==> src/rtl/sega_pad_reader_pkg.sv <==
// Shared constants for the Sega 3-button pad reader: SegaData bit layout,
// pad pin positions, select-phase encoding and the memory-mapped address.
package sega_pkg;

    localparam int SEGA_W       = 32;

    localparam int SEGA_UP      = 0;
    localparam int SEGA_DOWN    = 1;
    localparam int SEGA_LEFT    = 2;
    localparam int SEGA_RIGHT   = 3;
    localparam int SEGA_B       = 4;
    localparam int SEGA_C       = 5;
    localparam int SEGA_A       = 6;
    localparam int SEGA_START   = 7;
    localparam int SEGA_PRESENT = 8;

    // Bit positions inside PadPins_n = {pin9, pin6, pin4, pin3, pin2, pin1}
    localparam int SEGA_PIN1 = 0;
    localparam int SEGA_PIN2 = 1;
    localparam int SEGA_PIN3 = 2;
    localparam int SEGA_PIN4 = 3;
    localparam int SEGA_PIN6 = 4;
    localparam int SEGA_PIN9 = 5;

    typedef enum logic {
        SEL_LO = 1'b0,
        SEL_HI = 1'b1
    } sega_sel_e;

    localparam logic [7:0] SEGA_FDAddr = 8'hfd;

    // Assemble the button word; with no pad attached the whole word reads zero.
    function automatic logic [SEGA_W-1:0] sega_pack(input logic [5:0] hi,
                                                    input logic       a,
                                                    input logic       start,
                                                    input logic       present);
        logic [SEGA_W-1:0] w;
        w = '0;
        if (present) begin
            w[5:0]         = hi;
            w[SEGA_A]       = a;
            w[SEGA_START]   = start;
            w[SEGA_PRESENT] = 1'b1;
        end
        return w;
    endfunction

endpackage

==> src/rtl/sega_pad_reader_if.sv <==
// Pad-side pins plus the decoded word offered to the memory stage.
interface sega_pad_reader_if;
    import sega_pkg::*;

    logic [5:0]        PadPins_n;
    logic              SegaSelect;
    logic [SEGA_W-1:0] SegaData;
    logic              SegaUpdate;

    modport master (
        input  PadPins_n,
        output SegaSelect,
        output SegaData,
        output SegaUpdate
    );

    modport slave (
        output PadPins_n,
        input  SegaSelect,
        input  SegaData,
        input  SegaUpdate
    );

endinterface

==> src/rtl/sega_pad_reader_sync2.sv <==
// Two-flop synchronizer with a configurable reset value.
module sync2 #(
    parameter int               WIDTH   = 1,
    parameter logic [WIDTH-1:0] RST_VAL = '0
) (
    input  logic             clk,
    input  logic             rst,
    input  logic [WIDTH-1:0] d_i,
    output logic [WIDTH-1:0] q_o
);

    logic [WIDTH-1:0] meta_q;
    logic [WIDTH-1:0] sync_q;

    always_ff @(posedge clk) begin
        if (rst) begin
            meta_q <= RST_VAL;
            sync_q <= RST_VAL;
        end else begin
            meta_q <= d_i;
            sync_q <= meta_q;
        end
    end

    assign q_o = sync_q;

endmodule

==> src/rtl/sega_pad_reader.sv <==
// Alternates the pad select line, samples both select phases and publishes
// the decoded button word once per full scan.
module sega_pad_reader
    import sega_pkg::*;
#(
    parameter int unsigned HALF_PERIOD = 1000
) (
    input  logic               clk,
    input  logic               rst,
    sega_pad_reader_if.master  pad
);

    localparam logic [15:0] CNT_LOAD = 16'(HALF_PERIOD - 1);

    logic [5:0]        pins_sync_n;
    logic [5:0]        pins_act;
    logic              present_d;
    logic [SEGA_W-1:0] data_d;

    sega_sel_e         state_q;
    logic [15:0]       cnt_q;
    logic              sel_q;
    logic              upd_q;
    logic [5:0]        hi_q;
    logic [SEGA_W-1:0] data_q;

    sync2 #(
        .WIDTH   (6),
        .RST_VAL (6'h3f)
    ) u_sync (
        .clk (clk),
        .rst (rst),
        .d_i (pad.PadPins_n),
        .q_o (pins_sync_n)
    );

    assign pins_act = ~pins_sync_n;

    // During SEL_LO a real pad grounds pins 3 and 4; Up/Down copies are ignored.
    assign present_d = pins_act[SEGA_PIN3] & pins_act[SEGA_PIN4];
    assign data_d    = sega_pack(hi_q, pins_act[SEGA_PIN6], pins_act[SEGA_PIN9], present_d);

    always_ff @(posedge clk) begin
        if (rst) begin
            state_q <= SEL_HI;
            cnt_q   <= CNT_LOAD;
            sel_q   <= 1'b1;
            upd_q   <= 1'b0;
            hi_q    <= '0;
            data_q  <= '0;
        end else begin
            // Raised one cycle early so the registered pulse lands on the SEL_LO count-0 cycle.
            upd_q <= (state_q == SEL_LO) && (cnt_q == 16'd1);
            if (cnt_q == 16'd0) begin
                cnt_q <= CNT_LOAD;
                if (state_q == SEL_HI) begin
                    hi_q    <= pins_act;
                    state_q <= SEL_LO;
                    sel_q   <= 1'b0;
                end else begin
                    data_q  <= data_d;
                    state_q <= SEL_HI;
                    sel_q   <= 1'b1;
                end
            end else begin
                cnt_q <= cnt_q - 16'd1;
            end
        end
    end

    assign pad.SegaSelect = sel_q;
    assign pad.SegaUpdate = upd_q;
    assign pad.SegaData   = data_q;

endmodule

==> src/flat_wrapper.sv <==
// flat-port wrapper written by rule: the top's interface ports become plain ports
module sega_pad_reader_flat import sega_pkg::*;
#(
    parameter int unsigned HALF_PERIOD = 1000
)
  (clk, rst, pad_PadPins_n, pad_SegaSelect, pad_SegaData, pad_SegaUpdate);
  sega_pad_reader_if pad_i ();
  input  logic clk;
  input  logic rst;
  input wire logic [$bits(pad_i.PadPins_n)-1:0] pad_PadPins_n;
  output wire logic [$bits(pad_i.SegaSelect)-1:0] pad_SegaSelect;
  output wire logic [$bits(pad_i.SegaData)-1:0] pad_SegaData;
  output wire logic [$bits(pad_i.SegaUpdate)-1:0] pad_SegaUpdate;
  assign pad_i.PadPins_n = pad_PadPins_n;
  assign pad_SegaSelect = pad_i.SegaSelect;
  assign pad_SegaData = pad_i.SegaData;
  assign pad_SegaUpdate = pad_i.SegaUpdate;
  sega_pad_reader #(.HALF_PERIOD(HALF_PERIOD)) u_core (.clk(clk), .rst(rst), .pad(pad_i));
endmodule
==> config.mk <==
export PLATFORM = sky130hd
export DESIGN_NAME = sega_pad_reader_flat
export DESIGN_NICKNAME = d
export VERILOG_FILES = /design/src/rtl/sega_pad_reader_pkg.sv /design/src/rtl/sega_pad_reader_if.sv /design/src/rtl/sega_pad_reader_sync2.sv /design/src/rtl/sega_pad_reader.sv /design/src/flat_wrapper.sv
export SDC_FILE = /design/constraint.sdc
export NUM_CORES = 1
export LEC_CHECK = 0
export ABC_AREA = 1
export CAP_MARGIN = 20
export CORE_UTILIZATION = 48
export CTS_BUF_LIST = sky130_fd_sc_hd__clkbuf_2 sky130_fd_sc_hd__clkbuf_4 sky130_fd_sc_hd__clkbuf_8
export DETAILED_ROUTE_END_ITERATION = 16
export GPL_TIMING_DRIVEN = 0
export PLACE_DENSITY = 0.76
export SLEW_MARGIN = 20
export SYNTH_ARGS = -nofsm -noshare
export SYNTH_HDL_FRONTEND = slang
export SYNTH_SLANG_ARGS = --single-unit
==> constraint.sdc <==
create_clock -name clk -period 2.21 [get_ports clk]
set_clock_uncertainty 0.05 [all_clocks]
set_input_delay 0.3315 -clock clk [delete_from_list [all_inputs] [get_ports clk]]
set_output_delay 0.3315 -clock clk [all_outputs]
set_load 0.05 [all_outputs]
==> impl_metrics.yaml, run 1 <==
run_status:
  status: "finished clean"
worst_setup_path:
  end_kind: "output port"
  path_max_fanout: 2
  slowest_delay_ns: 0.81
  crit_cells: 1
  cp_slowest_cell: "clkdlybuf4s50_1"
  critPathKind: "reg -> out"
  cp-start-kind: "flop"
  crit_buf_inv: 1
  crit_arrival_ns: 1.46
  crit_required_ns: 1.83
  cp_top_family: "buffers and inverters"
  path_cells: "clkdlybuf4s50_1"
  r2r_cells: 8
finish:
  final_area_mm2: 0.002434
  drive_gt1_share_pct: 18.81
  diodes: 0
  nNetsFinal: 312
  fin_util_pct: 60.84
  area_growth_pct: 22.10
clock_network:
  postCtsSetupBuffers: 0
  ctsResizeCount: 0
  cts.sinks: 45
  numCtsBuffers: 5
  cts_root_buffer: "clkbuf_8"
  htreeDepth: 2
  postCtsHoldBufs: 0
  clockBufferDepth: 2
  cts_tree: "yes"
  insertion_delay_ns: 0.30
  path_clk_slew_ns: 0.08
timing:
  tns_ns: 0
  min_period_ns: 1.839
  relSlewSlack_pct: 39.71
  hold_violations: 0
  fmax_mhz: 543.9
  grt_setup_unrepaired: "no"
  setup_viol_count_final: 0
  min_period_over_period_pct: 83.20
  tightest_slew_ns: 0.8974
  slew_violations: 0
placement:
  gp_congestion: 0.8335
  placed_cell_area_mm2: 0.002318
  io_buffers: 18
  dp_hpwl_mm: 2.316
synth:
  yosys_most_used_dff: "dfxtp_1"
  ys_top_cells_by_area: "dfxtp_1 45%, nand2_1 9.8%, buf_4 9.0%, nand3_1 6.8%, nor2_1 5.5%"
  ys_seq_area_share_pct: 45.20
  synth-edff-count: 0
  netlist_top_cells_count: "52 x nand2_1, 45 x dfxtp_1, 29 x nor2_1, 27 x nand3_1, 24 x buf_4"
  async_flop_share_pct: 0
  syn_inst: 255
  synth_top_cell_by_area: "dfxtp_1"
  ys_warn_count: 0
  syn_area_mm2: 0.001993
  synth.avg_cell_area_um2: 7.816
  synth_cell_type_count: 26
  yosys_register_bits: 45
  yosysMostFrequentCell: "nand2_1"
  synth_top_area_share_pct: 45.20
routing:
  drt_wl_total_mm: 3.244
  dr.pass1.iters: 4
  antenna_left: 0
  via_count: 1548
  wl_per_cell_um: 9.190
  post-route-drc-count: 0
  avgViaCountPerCell: 4.385
  drt_iter0_markers: 100
floorplan:
  die_w_um: 66.44
  chipHeight_um: 66.44
  io_pins: 42
  coreArea_mm2: 0.004000
  rows: 23
  die_area_mm2: 0.004414
  initial_core_util_pct: 49.83
run:
  cap_violations: 0
power:
  clockPowerShare_pct: 38.5
  vdd_drop_max_uv: 451.0
  total_power_mw: 1.629
  combPwrFrac_pct: 10.4
  p_seq_share_pct: 51.1
  p_per_area_mw_per_mm2: 669.2
  p_int_mw: 1.229
  switching_share_pct: 24.52
  leakagePower_nw: 1.120
  power.switching_mw: 0.3993
hold_path:
  hold_depth: 1
  hold_class: "reg -> reg"
grt:
  grt_max_degree: 15
  grt_pass1_wl_mm: 5.506
  track_usage_pct: 16.56
  grt_pass1_vias: 1288
  grt_overflow: 0
  grt_antenna_before_repair: 0
-- registers in the layout, summed over array words and instances, names as in the netlist --
name                   count
u_core.state_q             1
u_core.hi_q                6
u_core.pad.SegaUpdate      1
u_core.u_sync.meta_q       6
u_core.u_sync.q_o          6
u_core.cnt_q              16
u_core.pad.SegaData        9
-- placed cells by master (no fill, tap or decap) --
cell,instances
clkinv_2,1
inv_2,1
a21oi_1,7
nor3_1,2
or2_2,13
buf_4,24
nand4_1,9
conb_1,23
nand3_1,27
nand3b_1,1
clkdlybuf4s50_1,18
buf_1,1
clkinv_1,1
dfxtp_1,45
buf_6,1
xor2_1,2
inv_1,23
clkbuf_4,1
nor2_1,29
nand2_1,52
bufinv_16,1
nand2_2,2
clkinv_4,1
clkbuf_1,2
clkbuf_8,5
nand3_2,2
nor2_8,1
nand2_4,1
ha_1,2
xnor2_1,2
nor2_4,3
-- kinds of logic (layout without fill, tap and decap cells) --
family / count (synthesis) / after routing / share of synthesized area, %
AO/OA/AOI/OAI: 7 / 7 / 1.758
XOR/XNOR: 4 / 4 / 1.758
adder cells (fa/ha/maj): 2 / 2 / 1.255
buffers and inverters: 54 / 80 / 15.13
flip-flops: 45 / 45 / 45.20
other: 1 / 23 / 0.1881
AND/OR/NAND/NOR: 142 / 142 / 34.71
-- power groups by stage --
stage / clock [mW] / sequential, mW / combinational [mW]
6_report: 0.628 / 0.832 / 0.169
3_3_place_gp: 0 / 0.851 / 0.168
2_1_floorplan: 0 / 0.849 / 0.148
5_1_grt: 0.680 / 0.834 / 0.183
4_1_cts: 0.645 / 0.831 / 0.169
3_5_place_dp: 0 / 0.851 / 0.169
-- stage by stage --
stage	cells	setup slack, ns	hold slack [ns]
CTS	353	0.3607	0.3636
global route	353	0.3306	0.3796
detailed placement	345	0.3093	0.3423
floorplan	277	0.6908	0.3332
global placement	345	0.3155	0.3425
finish	353	0.3713	0.3630
-- final cells by class --
cell class | instances | area, um2
Fill cell | 368 | 1567
Clock buffer | 6 | 76.32
Tap cell | 50 | 62.56
Sequential cell | 45 | 900.9
Timing Repair Buffer | 18 | 180.2
Buffer | 28 | 202.7
Multi-Input combinational cell | 178 | 873.3
Clock inverter | 2 | 38.79
Inverter | 26 | 98.84
-- final timing paths --
kind	from	to	slack, ns
setup / recovery	u_core.pad.SegaData[8]$_SDFFE_PP0P_	pad_SegaData[8]	0.37
hold / removal	u_core.u_sync.meta_q[2]$_SDFF_PP1_	u_core.u_sync.q_o[2]$_SDFF_PP1_	0.36
setup reg to reg	u_core.cnt_q[0]$_SDFF_PP1_	u_core.cnt_q[9]$_SDFF_PP1_	0.66
hold reg to reg	u_core.u_sync.meta_q[2]$_SDFF_PP1_	u_core.u_sync.q_o[2]$_SDFF_PP1_	0.36
-- layer usage --
layer / global-route usage (%) / vias up / wire, um
met4: 9.574 / 0 / 86
met5: 0 / - / 0
met2: 25.89 / 41 / 1403
met1: 20.78 / 656 / 1629
li1: - / 843 / -
met3: 3.621 / 8 / 124
No activity file was read; power rests on OpenSTA's default activity.
==> inputs of run 2 (changes only) <==
--- a/config.mk
+++ b/config.mk
@@ -7,11 +7,11 @@
 export LEC_CHECK = 0
 export ABC_AREA = 1
 export CAP_MARGIN = 20
-export CORE_UTILIZATION = 48
+export CORE_UTILIZATION = 47
 export CTS_BUF_LIST = sky130_fd_sc_hd__clkbuf_2 sky130_fd_sc_hd__clkbuf_4 sky130_fd_sc_hd__clkbuf_8
 export DETAILED_ROUTE_END_ITERATION = 16
 export GPL_TIMING_DRIVEN = 0
-export PLACE_DENSITY = 0.76
+export PLACE_DENSITY = 0.77
 export SLEW_MARGIN = 20
 export SYNTH_ARGS = -nofsm -noshare
 export SYNTH_HDL_FRONTEND = slang
==> constraint.sdc (replaced) <==
create_clock -name clk -period 1.6 [get_ports clk]
set_clock_uncertainty 0.05 [all_clocks]
set_input_delay 0.24 -clock clk [delete_from_list [all_inputs] [get_ports clk]]
set_output_delay 0.24 -clock clk [all_outputs]
set_load 0.05 [all_outputs]
==> run 2 against run 1 <==
Net effect: die area increased by 2.1%; largest cell class unchanged; sequential power increased by 38%; sequential share of layout area increased by 0.35 points; non-clock buffer count unchanged; power increased by 28%; global-route usage decreased by 0.57 points.
==> impl_metrics.yaml, run 2 (synthesis results as in run 1) <==
hold_path:
  worstHoldStart: "u_core.u_sync.meta_q[3]$_SDFF_PP1_"
  hold_depth: 1
  hold_class: "reg -> reg"
  min_to: "u_core.u_sync.q_o[3]$_SDFF_PP1_"
worst_setup_path:
  slowest_delay_ns: 0.53
  path_cells: "dlygate4sd2_1"
  cp_slowest_cell: "dlygate4sd2_1"
  end_kind: "output port"
  crit_required_ns: 1.31
  cp_top_family: "buffers and inverters"
  critPathKind: "reg -> out"
  r2r_cells: 9
  cp-start-kind: "flop"
  reg2reg_setup_slack_ns: 0.15
  r2r_end: "u_core.cnt_q[11]$_SDFF_PP0_"
  path_max_fanout: 2
  crit_cells: 1
  crit_arrival_ns: 1.17
  crit_buf_inv: 1
  r2r-start: "u_core.cnt_q[0]$_SDFF_PP1_"
run_status:
  status: "finished clean"
power:
  vdd_drop_max_uv: 546.7
  p_int_mw: 1.523
  p_per_area_mw_per_mm2: 864.5
  power.switching_mw: 0.5610
  leakagePower_nw: 1.152
  combPwrFrac_pct: 11.4
  clockPowerShare_pct: 33.5
  switching_share_pct: 26.92
  p_seq_share_pct: 55.1
finish:
  fin_util_pct: 59.84
  largest_reg_flops: 16
  final_common_cell: "nand2_1"
  diodes: 0
  n_fill_cell: 368
  regMostFlops: "u_core.cnt_q"
  area_growth_pct: 20.97
  drive_gt1_share_pct: 19.47
  layout_common_cells: "52 x nand2_1, 45 x dfxtp_1, 29 x nor2_1"
  nNetsFinal: 312
  instances_no_fill: 353
timing:
  min_period_over_period_pct: 91.29
  setup_viol_count_final: 0
  tns_ns: 0
  min_period_ns: 1.461
  slew_violations: 0
  whs_ns: 0.3623
  relSlewSlack_pct: 65.23
  tightest_slew_ns: 0.5187
  fmax_mhz: 684.7
  grt_setup_unrepaired: "no"
  hold_violations: 0
placement:
  dp_hpwl_mm: 2.267
  io_buffers: 18
  dp.cells: 345
  gp_congestion: 0.8248
run:
  cap_violations: 0
grt:
  met2_usage_pct: 25.25
  grt_max_degree: 16
  top_usage_layer: "met2"
  grt_pass1_wl_mm: 5.326
  track_usage_pct: 15.99
  grt_antenna_before_repair: 0
  grt_use_met1_pct: 19.69
  grt_pass1_vias: 1248
  met3_usage_pct: 5.137
  grt_overflow: 0
routing:
  drt_wl_total_mm: 3.166
  post-route-drc-count: 0
  avgViaCountPerCell: 4.382
  wl_per_cell_um: 8.969
  via_count: 1547
  dr.pass1.iters: 4
  antenna_left: 0
  drt_iter0_markers: 72
floorplan:
  coreArea_mm2: 0.004029
  rows: 23
  io_pins: 42
  die_w_um: 67.12
  initial_core_util_pct: 49.47
  chipHeight_um: 67.12
  die_area_mm2: 0.004505
clock_network:
  htreeDepth: 2
  cts_root_buffer: "clkbuf_8"
  postCtsHoldBufs: 0
  numCtsBuffers: 5
  cts_tree: "yes"
  clockBufferDepth: 2
  insertion_delay_ns: 0.30
  path_clk_slew_ns: 0.09
  cts.sinks: 45
==> run 2: cell type report <==
type	instances	area (um2)	share of cell area [%]
sequential	45	900.9	37.36
multi-input combinational	178	883.3	36.64
buffer	28	202.7	8.407
timing repair buffer	18	166.4	6.902
inverter	26	105.1	4.359
clock buffer	5	68.82	2.854
tap	50	62.56	2.595
clock inverter	3	21.27	0.8822
==> run 2: per-layer routing <==
layer	wire length (um)	vias to the layer above
met5	0	-
met3	188	3
met1	1484	648
met2	1458	49
met4	34	0
li1	-	847
==> run 2: timing repair <==
action | 4_1_cts | 5_1_grt
buffers inserted | 0 | 0
pin swaps | 0 | 1
setup endpoints to repair | 11 | 22
resized for setup | 11 | 4
==> run 2: worst max path at each step <==
| stage | start | slack, ns | to |
|---|---|---|---|
| 6_report | u_core.state_q$_SDFFE_PP1N_ | 0.14 | pad_SegaSelect |
| 3_3_place_gp | rst | -0.20 | u_core.pad.SegaData[6]$_SDFFE_PP0P_ |
| 2_1_floorplan | u_core.state_q$_SDFFE_PP1N_ | 0.08 | u_core.pad.SegaData[0]$_SDFFE_PP0P_ |
| 5_1_grt | u_core.cnt_q[0]$_SDFF_PP1_ | 0.008 | u_core.cnt_q[11]$_SDFF_PP0_ |
| 3_5_place_dp | rst | -0.23 | u_core.pad.SegaData[6]$_SDFFE_PP0P_ |
| 4_1_cts | u_core.cnt_q[0]$_SDFF_PP1_ | 0.02 | u_core.cnt_q[11]$_SDFF_PP0_ |
==> run 2: metrics by stage <==
step                      cell area, um2  worst slack, ns  power (mW)
after floorplan                     2076          0.08083       1.377
after global placement              2318          -0.2017       1.407
after detailed placement            2318          -0.2270       1.409
after CTS                           2395          0.02417       2.103
after global routing                2411         0.007786       2.166
final                               2411           0.1394       2.084
==> run 2: power groups by stage <==
stage               registers [mW]  clock network, mW  logic, mW
floorplan                     1.17                  0      0.204
global placement              1.18                  0      0.231
detailed placement            1.18                  0      0.233
CTS                           1.15              0.721      0.233
global route                  1.15              0.759      0.255
finish                        1.15              0.698      0.237
==> inputs of run 3 (changes only) <==
--- a/config.mk
+++ b/config.mk
@@ -16,3 +16,4 @@
 export SYNTH_ARGS = -nofsm -noshare
 export SYNTH_HDL_FRONTEND = slang
 export SYNTH_SLANG_ARGS = --single-unit
+export TNS_END_PERCENT = 30
==> results of run 3 <==
The final DEF is identical to that of run 2; final timing and power are the same.
